File: config.mk
export PLATFORM = sky130hd
export DESIGN_NAME = debouncer_multi
export DESIGN_NICKNAME = d
export VERILOG_FILES = /design/src/rtl/debouncer_multi.sv
export SDC_FILE = /design/constraint.sdc
export NUM_CORES = 1
export LEC_CHECK = 0
export ABC_AREA = 1
export CAP_MARGIN = 20
export CORE_MARGIN = 1.5
export CORE_UTILIZATION = 60
export CTS_CLUSTER_SIZE = 30
export DETAILED_ROUTE_END_ITERATION = 6
export GPL_TIMING_DRIVEN = 0
export PLACE_DENSITY = 0.87
export SYNTH_ARGS = -nofsm -noshare
export SYNTH_HDL_FRONTEND = slang
export SYNTH_SLANG_ARGS = --single-unit
File: constraint.sdc
create_clock -name clk -period 5.7 [get_ports clk]
set_clock_uncertainty 0.15 [all_clocks]
set_input_delay 1.14 -clock clk [delete_from_list [all_inputs] [get_ports clk]]
set_output_delay 1.14 -clock clk [all_outputs]
set_load 0.05 [all_outputs]
File: src/rtl/debouncer_multi.sv
// Multi-channel debouncer: synchronises N raw inputs, filters each channel with its
// own stability window, and emits the debounced level plus one-cycle rise/fall pulses.
module debouncer_multi #(
  parameter int N_CH          = 4,
  parameter int STABLE_CYCLES = 100000,
  parameter int ACTIVE_LOW    = 0,
  parameter int INIT_LEVEL    = 0
) (
  input  logic            clk,
  input  logic            rst,
  input  logic [N_CH-1:0] btn_in,
  output logic [N_CH-1:0] btn_stable,
  output logic [N_CH-1:0] btn_rise,
  output logic [N_CH-1:0] btn_fall
);

  localparam int              CNT_W    = $clog2(STABLE_CYCLES);
  localparam logic [CNT_W-1:0] CNT_MAX = CNT_W'(STABLE_CYCLES - 1);
  localparam logic [N_CH-1:0] POL_MASK = {N_CH{ACTIVE_LOW != 0}};
  localparam logic [N_CH-1:0] INIT_VEC = {N_CH{INIT_LEVEL != 0}};

  logic [N_CH-1:0]  sync1_p0;
  logic [N_CH-1:0]  sync2_p1;
  logic [N_CH-1:0]  cand_p2;
  logic [CNT_W-1:0] cnt_p2 [N_CH];

  // The window counter saturates here instead of wrapping, so a held input never re-fires.
  function automatic logic cnt_done(input logic [CNT_W-1:0] c);
    return c == CNT_MAX;
  endfunction

  always_ff @(posedge clk) begin
    if (rst) begin
      sync1_p0   <= INIT_VEC;
      sync2_p1   <= INIT_VEC;
      cand_p2    <= INIT_VEC;
      btn_stable <= INIT_VEC;
      btn_rise   <= '0;
      btn_fall   <= '0;
      for (int i = 0; i < N_CH; i++) begin
        cnt_p2[i] <= '0;
      end
    end else begin
      // p0/p1: two-flop synchroniser with optional polarity flip
      sync1_p0 <= btn_in ^ POL_MASK;
      sync2_p1 <= sync1_p0;
      // p2: candidate tracking, stability window and registered level/pulses
      for (int i = 0; i < N_CH; i++) begin
        btn_rise[i] <= 1'b0;
        btn_fall[i] <= 1'b0;
        if (sync2_p1[i] != cand_p2[i]) begin
          cand_p2[i] <= sync2_p1[i];
          cnt_p2[i]  <= '0;
        end else if (!cnt_done(cnt_p2[i])) begin
          cnt_p2[i] <= cnt_p2[i] + 1'b1;
        end else begin
          btn_stable[i] <= cand_p2[i];
          btn_rise[i]   <= ~btn_stable[i] & cand_p2[i];
          btn_fall[i]   <= btn_stable[i] & ~cand_p2[i];
        end
      end
    end
  end

endmodule

== Yosys cells after proc, flatten, opt, wreduce, memory -nomap -nowiden ==
Memories as Yosys holds them, arrays and structs flattened.
Cells that the tools add are included.

* Add/subtract/negate cells: 4
* Equality and inequality tests: 8
* Mux-type cells: 38
* Bitwise gates (word level): 32
* Reduce and logical (&&, ||, !) cells: 8

{| class="wikitable"
|+ Operators with widths
! kind !! count
|-
| $mux W17 || 8
|-
| $add A17 B1 Y17 const B || 4
|-
| $eq A17 B17 Y1 const B || 4
|-
| $mux W1 || 30
|-
| $not A1 Y1 || 16
|-
| $reduce_or A3 Y1 || 4
|-
| $and A1 B1 Y1 || 8
|-
| $or A1 B1 Y1 || 8
|-
| $reduce_and A2 Y1 || 4
|-
| $ne A1 B1 Y1 || 4
|}

* Flip-flop bits (word level): 24
* RAM bits: 68
* Input port bits: 6
* Output and inout bits: 12
* Logic and storage cells: 109
* Memories: 1

{| class="wikitable"
|+ Memories
! memory !! depth !! bits a word !! rd ports !! clocked after memory_dff !! wr ports !! RTL line !! RTL
|-
| cnt_p2 || 4 || 17 || 4 || 0 || 4 || 25 || <nowiki>logic [CNT_W-1:0] cnt_p2 [N_CH];</nowiki>
|}

== Depth between registers and ports, before layout ==
* Depth in word-level cells: 6
* Depth in mapped cells: 10
* Depth with buffers taken out: 10

== Least setup slack after synthesis ==
Ideal clock, no wire load.

* Path type: in2reg
* From: input rst
* To: memory cnt_p2[3][0] in the netlist's numbering (enable)
* Arrival time: 2.087 ns
* Setup slack: 2.984 ns
* Stages: 3
* Path buffers: 1
* Cells stage by stage: buf_2 > a21oi_1 > nand4_1

{| class="wikitable"
|+ RTL lines
! item !! RTL line !! RTL
|-
| from (decl) || 10 || <nowiki>input logic rst,</nowiki>
|-
| to (decl) || 25 ||
|}

== Worst setup path in the final report ==
* From: register btn_stable[0]
* To: output btn_stable[0]

{| class="wikitable"
|+ RTL lines
! item !! RTL line !! RTL
|-
| from (decl) || 12 || <nowiki>output logic [N_CH-1:0] btn_stable,</nowiki>
|-
| from (signal, indexed assignment) || 57 || <nowiki>btn_stable[i] <= cand_p2[i];</nowiki>
|}

No word-level cell between the ends.

==> results.toml <==
[hold_path]
min_path_type = "flop to flop"
holdCritStartpoint = "sync1_p0[2]"

[logic_synthesis]
ys_seq_elements = 92
yosysSeqAreaShare = 0.5145
netlist_area_mm2 = 0.004902
ys_types = 30
syn_nets = 580
avgSynthCellArea_um2 = 8.600
yosysWarnings = 0
synthCells = 570

[sta]
finalCriticalPeriod_ns = 2.926
max_freq_mhz = 341.8
drv_slew = 0
relSlewSlack = 0.4344
finalHoldViolCount = 0
setup_viol = 0
rsz0062_at_grt = "no"
period_share = 0.5133
finalSetupTns_ns = 0
holdWs_ns = 0.2636
tightest_slew_ns = 0.8460

[die]
ios = 18
dieHeight_um = 93.39
rows = 32
start_util = 0.6279
core_mm2 = 0.007807
fp.dieW_um = 93.39
die-area_mm2 = 0.008722

[pwr]
ir_drop_mv = 0.1540
p_leak_nw = 1.951
power.density_mw_per_mm2 = 234.3

[drt]
avgViaCountPerCell = 5.488
routedWlPerCell_um = 13.38
drc = 0
vias = 3869
ant_nets = 0
routed_wl_um = 9435
drt_iter0_drc = 208
drtPass1Iterations = 5

[setup_path]
path_max_fanout = 4
worstSetupEndpointType = "primary output"
path_cells = "clkdlybuf4s50_1"
required_ns = 4.41
r2r_start = "cnt_p2[1][0]"
worstPathArrival_ns = 1.64
worstSetupStartpoint = "btn_stable[0]"
path_class = "flop to primary output"
critPathTopFamily = "buffers and inverters"
critPathMaxStageDelay_ns = 0.86
cp-start-kind = "flop"
path_buf_inv = 1
critical-path-slowest-cell = "clkdlybuf4s50_1"

[placed_design]
io_buffers = 16
gp_congestion = 0.8966
placed_cell_area_mm2 = 0.005190
dpl.hpwl_um = 6753

[finish]
drive_gt1_frac = 0.09453
antennaDiodeCount = 0
area_growth_pct = 10.77
nFillCells = 569
layout.nets = 608
final_area_mm2 = 0.005430

[cts]
ctsRootBufferMaster = "clkbuf_8"
holdBufCountCts = 0
clk_path_buf_depth = 2
path_clk_slew_ns = 0.11
cts_tree = "yes"
cts_resized = 0
cts_buffers = 9
cts_max_level = 3
post-cts-setup-buffers = 0
clock-sinks = 92
clk_latency_ns = 0.36

[outcome]
status = "complete, no violations"

[global_route]
grt_usage = 0.2373
grt_antenna_before_repair = 0
first_global_vias = 3692
grt_remaining_overflow = 0
grt_first_pass_wirelength_um = 16300
grt_max_degree = 20

[run]
cap_viol_max_count = 0
final cells by class:
type | count | area, µm² | area share
flip-flops and latches | 92 | 2522 | 0.4645
multi-input cells | 391 | 2024 | 0.3728
inverters | 80 | 300.3 | 0.05530
repair buffers | 17 | 171.4 | 0.03157
well taps | 102 | 127.6 | 0.02350
clock buffers | 9 | 123.9 | 0.02281
clock inverters | 7 | 105.1 | 0.01935
plain buffers | 7 | 55.05 | 0.01014
synthesized netlist by cell type:
cell      count  share of area
nand3b_1      1         0.0015
xnor2_1       8          0.014
dfxtp_1      24          0.098
clkinv_1      1        0.00076
nor2_2        7         0.0089
inv_2         2         0.0015
inv_1        77          0.059
buf_2         2         0.0020
xor2_1       30          0.054
a21oi_1      17          0.017
buf_1         1        0.00076
nor3_2        3         0.0061
buf_4         1         0.0015
nor3_1       25          0.026
o21bai_4      1         0.0038
nor2_1      106          0.081
nand3_2       9          0.018
nand4_1      18          0.023
or2_2         2         0.0026
nand2_2       5         0.0064
nor2_4        5          0.011
nor4_1        2         0.0026
o21ai_0       3         0.0031
buf_6         3         0.0069
nand3_1      37          0.038
and3_1        2         0.0026
nand2_1     103          0.079
edfxtp_1     68           0.42
ha_1          4          0.010
or2_0         3         0.0038
cell usage in the layout, fill, tap and decap left out, drive strengths merged, types with 8 or more instances in the layout:
cell type        n
nor2           118
nand2          108
inv             82
edfxtp          68
nand3           46
xor2            30
nor3            28
dfxtp           24
nand4           18
a21oi           17
clkdlybuf4s50   16
clkbuf           9
xnor2            8
buf              8
registers in the layout, summed over array words and instances, names as in the netlist:
| register | cells |
|---|---|
| btn_stable | 4 |
| cand_p2 | 4 |
| cnt_p2 | 68 |
| btn_fall | 4 |
| sync1_p0 | 4 |
| sync2_p1 | 4 |
| btn_rise | 4 |
routing by layer:
metal,vias up,GRT usage,wire (µm)
met5,-,0,0
met2,141,0.3913,4566
met1,1790,0.3070,4088
met4,0,0.09722,189
met3,23,0.04553,590
li1,1915,-,-
final timing paths:
path	to	slack, ns	cells past startpoint
min reg2reg	sync2_p1[2]	0.26	2
min	sync2_p1[2]	0.26	2
max reg2reg	cnt_p2[1][15]	3.32	6
max	btn_stable[0]	2.77	1
through the flow:
step | instances | setup slack (ns) | util | total power [mW]
floorplan | 570 | 2.984 | - | 0.7734
global route | 705 | 2.705 | 0.6955 | 1.312
CTS | 704 | 2.751 | 0.6941 | 1.280
global placement | 688 | 2.479 | 0.6647 | 0.7834
finish | 705 | 2.774 | 0.6955 | 1.273
detailed placement | 688 | 2.416 | 0.6647 | 0.7861
where the power goes:
group / switching, mW / internal (mW)
Sequential: 0.00675 / 0.721
Combinational: 0.0264 / 0.0171
Clock: 0.247 / 0.254
Total: 0.281 / 0.992
logic make-up after synthesis:
logic type | Yosys count | share of synthesized area
XOR/XNOR | 38 | 0.06789
buffers and inverters | 87 | 0.07249
flip-flops | 92 | 0.5145
AND/OR/NAND/NOR | 328 | 0.3106
adder cells (fa/ha/maj) | 4 | 0.01021
AO/OA/AOI/OAI | 21 | 0.02425
(Power assumes the default switching activity.)
==> edit 1: new RTL, config.mk and constraints unchanged <==
Reset style: asynchronous (`rst`), changed in one clocked block.
--- a/src/rtl/debouncer_multi.sv
+++ b/src/rtl/debouncer_multi.sv
@@ -29,7 +29,7 @@
     return c == CNT_MAX;
   endfunction
 
-  always_ff @(posedge clk) begin
+  always_ff @(posedge clk or posedge rst) begin
     if (rst) begin
       sync1_p0   <= INIT_VEC;
       sync2_p1   <= INIT_VEC;
Formal check against the unedited RTL: same outputs for any inputs over 10 cycles, from zero or initial values and one cycle with rst high; that may be too few to reach the edited logic, so the function may still have changed.
==> edit 1 against the unedited design <==
  * First-iteration DRC count grew 27%
  * Total power shrank 3.1%
  * Sequential cell count did not move
  * Setup slack better by 0.028 ns
  * Area after synthesis decreased by 0.31%
  * Design area is 0.16% higher
  * Wire length up 6.7%
==> edit 1: results (changes against the unedited design) <==
| Metric | Value |
|---|---|
| Fin Hold WS | 0.2025 ns (-0.06107 ns) |
| Worst-path clk slew | 0.08 ns (-0.03 ns) |
| Synth Area in XOR/XNOR | 0.01434 (-0.05355) |
| Met3 Routed Length | 478 um (-19%) |
| Critical path's largest stage delay | 0.83 ns (-0.03 ns) |
| Reg2reg start | cnt_p2[51] |
| Final net count | 690 (+13%) |
| Compound-Gate Fraction of Synth Area | 0.04659 (+0.02235) |
| Ys Warns | 0 (unchanged) |
| Seq/Total Area, Yosys | 0.4711 (-0.04348) |
| Sw Share | 0.2253 (+0.004788) |
| Vias/cell | 5.411 (-1.4%) |
| Met3 Track Usage GR | 0.04390 (-0.001626) |
| Worst reg2reg setup slack | 3.96 ns (+0.64 ns) |
| Hold Path Stages | 0 (-2) |
| Pre-CTS setup slack | 3.203 ns (+0.7870 ns) |
| Async SR Flop Fraction | 1.000 (+1.000) |
| WL met1 | 4473 um (+9.4%) |
| Synthesized instance count | 651 (+14%) |
| Largest net degree at the start of global routing | 64 (+220%) |
| Vias in the first global route | 4215 (+14%) |
| Die width | 93.25 um (-0.15%) |
| Status | complete, no violations |
| Net Count, Synth | 661 (+14%) |
| Postcts setup bufs | 0 (unchanged) |
| CP endpoint | btn_stable[1] |
| Finished Layout Cells | 786 (+11%) |
| Synth cell count leaders | nand2_1, nor2_1, dfrtp_1 |
| Post-synthesis mux area share | 0 (unchanged) |
| Distinct cells, synth | 32 (+6.7%) |
| Min cycle time layout | 2.898 ns (-0.02759 ns) |
| Worst slew pin tran | 0.5022 ns (-0.3439 ns) |
| Area post-placement | 0.005215 mm^2 (+0.48%) |
| Hold endpoint | sync2_p1[1] |
| Crit path from | btn_stable[1] |
| Worst reg2reg path depth | 7 (+1) |
| Cells after DPL | 771 (+12%) |
| RR Endpoint | cnt_p2[63] |
| Global-route wire length before repair | 17480 um (+7.2%) |
| RePlAce Congestion | 0.9634 (+7.5%) |
| Detailed Place HPWL | 7326 um (+8.5%) |
| Met1 Track Usage GR | 0.3161 (+0.009102) |
| Layout cells sized above 1 | 0.09942 (+0.004888) |
| Initial DRC count | 265 (+27%) |
| P_leak | 2.561 nW (+31%) |
| Final wirelength | 10070 um (+6.7%) |
| Dominant cells by area after synthesis | dfrtp_1, nand2_1, nor2_1, nand3_1, inv_1 |
[edit 1: changes by cell type in the layout (fill, tap and decap cells not counted), sizes merged, moves of 10 or more]
cell	delta
nand3	+10
nand2	+60
edfxtp	-68
xor2	-22
dfxtp	-24
nor2	+37
nor3	-20
o21ai	+17
dfrtp	+92
[edit 1: area by class of cell]
cell class / count / area [um^2]
multi-input cells: 475 / 2262
well taps: 102 / 127.6
flip-flops and latches: 92 / 2302
clock buffers: 11 / 151.4
repair buffers: 18 / 197.7
inverters: 76 / 287.8
clock inverters: 4 / 72.57
plain buffers: 8 / 37.54
fillers: 611 / 2369
[edit 1: power groups by stage]
stage	clock, mW	sequential (mW)	combinational [mW]
2_1_floorplan	0	0.685	0.0486
3_3_place_gp	0	0.687	0.0622
3_5_place_dp	0	0.688	0.0683
4_1_cts	0.497	0.675	0.0685
5_1_grt	0.524	0.676	0.0793
6_report	0.491	0.675	0.0672
==> edit 2: new RTL, same flow settings <==
Without the edit above. Change the parameter `STABLE_CYCLES` from 100000 to 200000.
--- a/src/rtl/debouncer_multi.sv
+++ b/src/rtl/debouncer_multi.sv
@@ -2,7 +2,7 @@
 // own stability window, and emits the debounced level plus one-cycle rise/fall pulses.
 module debouncer_multi #(
   parameter int N_CH          = 4,
-  parameter int STABLE_CYCLES = 100000,
+  parameter int STABLE_CYCLES = 200000,
   parameter int ACTIVE_LOW    = 0,
   parameter int INIT_LEVEL    = 0
 ) (
Check against the original RTL: no difference found for any inputs over 10 cycles, from zero or initial values and one cycle with rst high; that may be too few to reach the edited logic, so the function may still have changed.
==> edit 2 against the unedited design <==
  * Total power shrank 2.8%
  * First-iteration DRC count grew 29%
  * Area after synthesis increased by 6.6%
  * Critical path type is now in -> reg
  * Wire length grew 12%
  * Register-to-register slack worse by 0.32 ns
  * Setup slack improved by 0.0050 ns
  * Design area increased by 5.6%
  * Sequential cell count grew 4
==> edit 2: results (changes against the unedited design) <==
| Metric | Value |
|---|---|
| Tcrit/Tclk final | 0.5124 (-0.0008772) |
| Max reg flops | 72 (+5.9%) |
| Global-route wire length before repair | 17710 um (+8.6%) |
| Synth cell count leaders | nand2_1, nor2_1, inv_1 |
| Cells after DPL | 783 (+14%) |
| Vias in the first global route | 4077 (+10%) |
| CP max stage cell | nand2_1 |
| Post-DRT Antenna Nets | 0 (unchanged) |
| Syn_area_per_cell | 7.907 um^2 (-8.1%) |
| Worst slew pin tran | 0.9555 ns (+0.1094 ns) |
| Fin Hold WS | 0.2829 ns (+0.01929 ns) |
| Worst-path clk slew | 0.09 ns (-0.02 ns) |
| Worst reg2reg setup slack | 3.00 ns (-0.32 ns) |
| Via total after detailed routing | 4359 (+13%) |
| Largest net degree at the start of global routing | 21 (+5.0%) |
| Hold endpoint | sync2_p1[3] |
| Status | complete, no violations |
| Async SR Flop Fraction | 0 (unchanged) |
| CTS HTree Levels | 3 (unchanged) |
| Worst hold start | sync1_p0[3] |
| Dominant cells by area after synthesis | edfxtp_1, nand2_1, nor2_1, dfxtp_1, inv_1 |
| Seq/Total Area, Yosys | 0.5056 (-0.008922) |
| DR pass1 iterations | 7 (+2) |
| Net Count, Synth | 671 (+16%) |
| Initial DRC count | 268 (+29%) |
| Distinct cells, synth | 26 (-13%) |
| RR Endpoint | cnt_p2[1][6] |
| IO Port Bufs | 17 (+1) |
| Detailed Place HPWL | 7687 um (+14%) |
| Post-synth EDFFs | 72 (+5.9%) |
| Crit-path max FO | 18 (+14) |
| Layout cells sized above 1 | 0.05899 (-0.03553) |
| Pre-CTS setup slack | 1.971 ns (-0.4454 ns) |
| P_leak | 2.115 nW (+8.4%) |
| RePlAce Congestion | 0.9040 (+0.83%) |
| Final wirelength | 10600 um (+12%) |
| Critical path's largest stage delay | 0.61 ns (-0.25 ns) |
| Worst EP arrival | 2.77 ns (+1.13 ns) |
| CTS Hold Bufs | 0 (unchanged) |
| Final net count | 700 (+15%) |
| Area post-placement | 0.005528 mm^2 (+6.5%) |
edit 2: cell count changes in the layout (fill, tap and decap cells not counted), sizes merged, moves of 7 or more:
| cell | unedited run | this run |
|---|---|---|
| nor3 | 28 | 20 |
| nand3b | 1 | 8 |
| inv | 82 | 91 |
| nor2 | 118 | 144 |
| a21oi | 17 | 37 |
| xor2 | 30 | 11 |
| nand2 | 108 | 154 |
| o21ai | 3 | 11 |
edit 2: where the power goes:
group,internal (mW),switching (mW)
combinational,0.0180,0.0283
clock,0.177,0.253
sequential,0.753,0.00876
edit 2: layer usage:
| metal | track usage | share of wire |
|---|---|---|
| met5 | 0 | 0 |
| met4 | 0.1208 | 0.020 |
| met3 | 0.03949 | 0.046 |
| met2 | 0.4049 | 0.48 |
| met1 | 0.3226 | 0.45 |
edit 2: worst max-delay path by stage:
stage               from             to  cells after the start
floorplan            rst   cnt_p2[3][0]                      3
global placement     rst  cnt_p2[3][14]                      4
detailed placement   rst  cnt_p2[3][14]                      4
CTS                  rst   cnt_p2[3][1]                      4
global route         rst  cnt_p2[0][17]                      4
finish               rst   cnt_p2[0][3]                      4
edit 2: cell families (layout without fill, tap and decap cells):
logic type,after synthesis,after routing,synth area share
and+or+nand+nor,397,397,0.3280
buffers and inverters,94,128,0.07254
DFF,96,96,0.5056
AOI/OAI and AO/OA,50,50,0.05076
xor gates and xnor gates,20,20,0.03352
adders and majority gates,4,4,0.009577
edit 2: area by class of cell:
cell class / count / area (um^2)
sequential: 96 / 2643
timing repair buffer: 18 / 185.2
clock inverter: 6 / 51.30
buffer: 6 / 48.80
multi-input combinational: 471 / 2205
clock buffer: 10 / 137.6
fill: 666 / 2609
inverter: 88 / 330.3
tap: 105 / 131.4
